<file path="src/rtl/natalius_pc_pkg.sv">
// natalius_pc_pkg: shared op codes, widths and sequencer state encodings
package natalius_pc_pkg;
  localparam int PC_W = 11;
  localparam int STACK_DEPTH = 15;
  localparam logic [2:0] OP_NEXT = 3'd0;
  localparam logic [2:0] OP_JMP = 3'd1;
  localparam logic [2:0] OP_JZ = 3'd2;
  localparam logic [2:0] OP_CALL = 3'd3;
  localparam logic [2:0] OP_RET = 3'd4;
  localparam logic [2:0] OP_RETI = 3'd5;
  localparam logic [0:0] ST_IDLE = 1'b0;
  localparam logic [0:0] ST_RET_WAIT = 1'b1;
endpackage

</file>
<file path="src/rtl/pc_call_sequencer.sv">
// pc_call_sequencer: pc sequencer with mirrored return-stack depth; PC_IRQ_EN adds irq entry and RETI
module pc_call_sequencer #(
  parameter int PC_W = natalius_pc_pkg::PC_W,
  parameter int STACK_DEPTH = natalius_pc_pkg::STACK_DEPTH,
  parameter logic [PC_W-1:0] RESET_PC = '0,
  parameter logic [PC_W-1:0] IRQ_VECTOR = PC_W'(11'h7F0)
) (
  input  logic            clk,
  input  logic            rst,
`ifdef PC_IRQ_EN
  input  logic            irq,
`endif
  input  logic            op_valid,
  output logic            op_ready,
  input  logic [2:0]      op_code,
  input  logic [PC_W-1:0] op_target,
  input  logic            zero_flag,
  output logic [PC_W-1:0] pc,
  output logic            stk_wr_en,
  output logic            stk_rd_en,
  output logic [PC_W-1:0] stk_din,
  input  logic [PC_W-1:0] stk_dout,
  output logic [3:0]      depth,
  output logic            stk_ovf,
  output logic            stk_unf
);
  import natalius_pc_pkg::*;
  logic [0:0] state;
  logic acc, irq_take, reti_op, call_req, ret_req, full, empty;
  logic [PC_W-1:0] pc_inc, pc_nxt;
`ifdef PC_IRQ_EN
  logic ie, reti_q;
  assign irq_take = (state == ST_IDLE) & irq & ie & !op_valid;
  assign reti_op = op_code == OP_RETI;
`else
  assign irq_take = 1'b0;
  assign reti_op = 1'b0;
`endif
  // Accept decode, stack strobes and next-pc selection
  always_comb begin
    op_ready = state == ST_IDLE;
    acc = op_valid & op_ready;
    full = depth == 4'(STACK_DEPTH);
    empty = depth == 4'd0;
    call_req = acc & (op_code == OP_CALL) | irq_take;
    ret_req = acc & ((op_code == OP_RET) | reti_op);
    pc_inc = pc + 1'b1;
    stk_wr_en = call_req & !full;
    stk_rd_en = ret_req & !empty;
    stk_din = irq_take ? pc : pc_inc;
    pc_nxt = state == ST_RET_WAIT ? stk_dout :
             irq_take ? IRQ_VECTOR :
             !acc ? pc :
             (op_code == OP_JMP) | (op_code == OP_CALL) | ((op_code == OP_JZ) & zero_flag) ? op_target :
             stk_rd_en ? pc : pc_inc;
  end
  // Registered pc, depth mirror, sticky flags and FSM
  always_ff @(posedge clk) begin
    if (rst) begin
      pc <= RESET_PC;
      depth <= '0;
      stk_ovf <= 1'b0;
      stk_unf <= 1'b0;
      state <= ST_IDLE;
    end else begin
      pc <= pc_nxt;
      depth <= depth + {3'b0, stk_wr_en} - {3'b0, stk_rd_en};
      stk_ovf <= stk_ovf | (call_req & full);
      stk_unf <= stk_unf | (ret_req & empty);
      state <= stk_rd_en ? ST_RET_WAIT : ST_IDLE;
    end
  end
`ifdef PC_IRQ_EN
  // Interrupt enable: cleared on entry, restored when RETI completes
  always_ff @(posedge clk) begin
    if (rst) begin
      ie <= 1'b1;
      reti_q <= 1'b0;
    end else begin
      reti_q <= acc & reti_op;
      ie <= irq_take ? 1'b0 : ((state == ST_RET_WAIT) & reti_q) | (acc & reti_op & empty) ? 1'b1 : ie;
    end
  end
`endif
endmodule

</file>
<file path="config.mk">
export PLATFORM = sky130hd
export DESIGN_NAME = pc_call_sequencer
export DESIGN_NICKNAME = d
export VERILOG_FILES = /design/src/rtl/natalius_pc_pkg.sv /design/src/rtl/pc_call_sequencer.sv
export SDC_FILE = /design/constraint.sdc
export NUM_CORES = 1
export LEC_CHECK = 0
export ABC_AREA = 1
export BUFFER_PORTS_ARGS = -buffer_cell sky130_fd_sc_hd__buf_2
export CORE_UTILIZATION = 40
export DETAILED_ROUTE_END_ITERATION = 10
export PLACE_DENSITY = 0.68
export SLEW_MARGIN = 0
export SYNTH_ARGS = -nofsm -noshare
export SYNTH_HDL_FRONTEND = slang
export SYNTH_SLANG_ARGS = --single-unit
</file>
<file path="constraint.sdc">
create_clock -name clk -period 2.5 [get_ports clk]
set_clock_uncertainty 0.05 [all_clocks]
set_input_delay 0.125 -clock clk [delete_from_list [all_inputs] [get_ports clk]]
set_output_delay 0.125 -clock clk [all_outputs]
set_load 0.05 [all_outputs]
</file>
==> metrics <==
Hold-fix buffers, CTS 0; WL met2 1580 um; CTS root buf clkbuf_4; crit path to depth[2]$_SDFF_PP0_; CTS max path bufs 2; Filler cells 356; Lkg Pwr 0.922 nW; Initial DRC Count 43; Synth area leader dfxtp_1; Max-Cap Viols 0; Placer Congestion 0.797; Vias/cell 4.61; Slew Viols, Final 0; Die Y 59.6 um; clock latency on the worst-skew pair 0.29 ns; Synth cell types 24; first-pass GRT wire length 5370 um; Area growth syn-to-layout 29.2%; Crit. path cell count 14; min cycle time layout 2.21 ns; largest incremental delay on the critical path 0.37 ns; core area 3100 um2; total wire length after detailed routing 3360 um; R2R depth 14; Seq/Total Area, Yosys 27.2%; Resize count post-CTS 0; Tot Pwr 0.000865 W; Worst Path Arrival 2.34 ns; Post-Syn Instances 220; crit path capture type register; final worst path period share 88.2%; final number of setup-violating endpoints 0; top_reg_cell synth dfxtp_1; multi-input logic area 835 um2; TritonCTS Buffers 3; crit path from depth[2]$_SDFF_PP0_; Final ANT Viol Nets 0; simple-gate portion of the synthesized area 40.4%; critical path's top delay family adder cells; Peak supply drop 290 uV; FMAX 453 MHz; Worst Path Required 2.63 ns; worst slew pin tran 0.629 ns; relative slew slack 58.0%; CTS tree yes; die footprint 3550 um2; register bit total from synthesis 18; largest net degree at the start of global routing 22; DP HPWL 2580 um; share of cells above drive strength 1 26.6%; most frequent cells in the layout nand2_1, buf_2, nor2_1; Post-CTS Setup Inserts 0; Tot GR Track Use 20.0%; adder-cell share of the synthesized area 7.18%; Area after DPL 1680 um2; most common cell after layout, fill and taps aside nand2_1; met3 wire len 190 um; Synth area leaders dfxtp_1, nand2_1, nor2_1, inv_1, nand3_1; top sig layer met4; CP most frequent cell inv_1; WHS 0.123 ns; ys async rst share 0%; drt pass-1 iters 4; XOR/XNOR share of the synthesized area 2.64%; R2R Setup Slk 0.29 ns; I/O pin total 60; FF-to-FF Start depth[2]$_SDFF_PP0_; cell row count 20; initial antenna violation count 0; synth warn 0; run status finished, final reports clean; port bufs 59; final instance area 1710 um2; Worst-path clk slew 0.11 ns; DR WL/cell 10.4 um; Mapped Nets 256; Vias 1483; met1 wire length 1570 um; post-synthesis mux area share 0%; Final Hold Violating Endpoints 0; antenna cells 0; total global routing overflow 0; Setup TNS 0 ns; Worst Setup Start Kind register; Die Wd 59.6 um; layout net count 315; RSZ-0062 raised after global routing false; # DRC 0; CTS sink count 18; Core Util, Final 55.2%; worst min path class primary input to register; Mapped Area 1330 um2; largest family of logic cells by synthesized area simple AND/OR/NAND/NOR gates; CP max-delay cell dfxtp_4; R2R Path End depth[2]$_SDFF_PP0_; Pwr Density 505 nW/um2; number of flops mapped to enable cells by yosys 0; Avg Inst Size Synth 6.02 um2; worst-path cell chain inv_1 > ha_1 > nand2_1 > nor2_1 > nor2_4 > inv_1 > nor2_1 > inv_1 > o21ai_0 > ha_1 > inv_1 > fa_1 > xor2_1 > nor2_1; number of H-tree levels 1; WP buf/inv 4; WS Path Type register to register; Register Area 370 um2; CP max FO 3; vias in the first global route 1293; Yosys top cell area share 27.2%; complex-gate fraction of the synthesized area 11.7%; initial core utilization 42.7%
layout make-up:
cell class | count | share of cell area, %
Tap cell | 44 | 3.22
Inverter | 30 | 6.58
Sequential cell | 18 | 21.6
Multi-Input combinational cell | 166 | 48.8
Timing Repair Buffer | 60 | 17.7
Clock buffer | 4 | 2.12
power by group:
| group | leakage (nW) | switching [W] | internal (W) |
|---|---|---|---|
| combinational | 0.752 | 0.000247 | 0.0000980 |
| sequential | 0.149 | 0.0000254 | 0.000312 |
| clock | 0.0210 | 0.0000933 | 0.0000886 |
stage by stage:
step	cells	setup slack, ns
2_1_floorplan	220	0.0211
3_3_place_gp	318	0.354
3_5_place_dp	318	0.317
4_1_cts	322	0.285
5_1_grt	322	0.145
6_report	322	0.294
cell usage after synthesis (2+ instances only):
cell type / n
nand2_1: 66
nor2_1: 38
inv_1: 30
dfxtp_1: 18
nand3_1: 16
a21oi_1: 12
and2_1: 6
ha_1: 6
o21ai_0: 5
clkbuf_1: 4
a31oi_1: 3
xor2_1: 3
o21bai_1: 2
kinds of logic (layout without fill, tap and decap cells):
logic type               Yosys count  after routing
XOR/XNOR                           4              4
AND/OR/NAND/NOR                  130            130
AO/OA/AOI/OAI                     25             25
buffers and inverters             36             94
adder cells (fa/ha/maj)            7              7
flip-flops                        18             18
state kept, by name, summed over array words and instances, names as in the netlist:
name	cells
pc	11
depth	4
state	1
stk_ovf	1
stk_unf	1
worst min-delay path by stage:
stage	depth (start not counted)	slack (ns)	start	end
6_report	2	0.12	rst	depth[1]$_SDFF_PP0_
5_1_grt	5	0.12	stk_dout[1]	pc[1]$_SDFFE_PP0P_
4_1_cts	2	0.12	rst	depth[1]$_SDFF_PP0_
3_5_place_dp	1	0.40	stk_ovf$_SDFF_PP0_	stk_ovf$_SDFF_PP0_
3_3_place_gp	1	0.40	stk_ovf$_SDFF_PP0_	stk_ovf$_SDFF_PP0_
2_1_floorplan	1	0.14	rst	pc[6]$_SDFFE_PP0P_
layer usage:
layer	global-route usage, %	up-vias
li1	-	798
met1	24.0	645
met2	36.3	38
met3	3.28	2
met4	5.98	0
met5	0	-
Note: power is estimated with default switching activity, not from simulation.
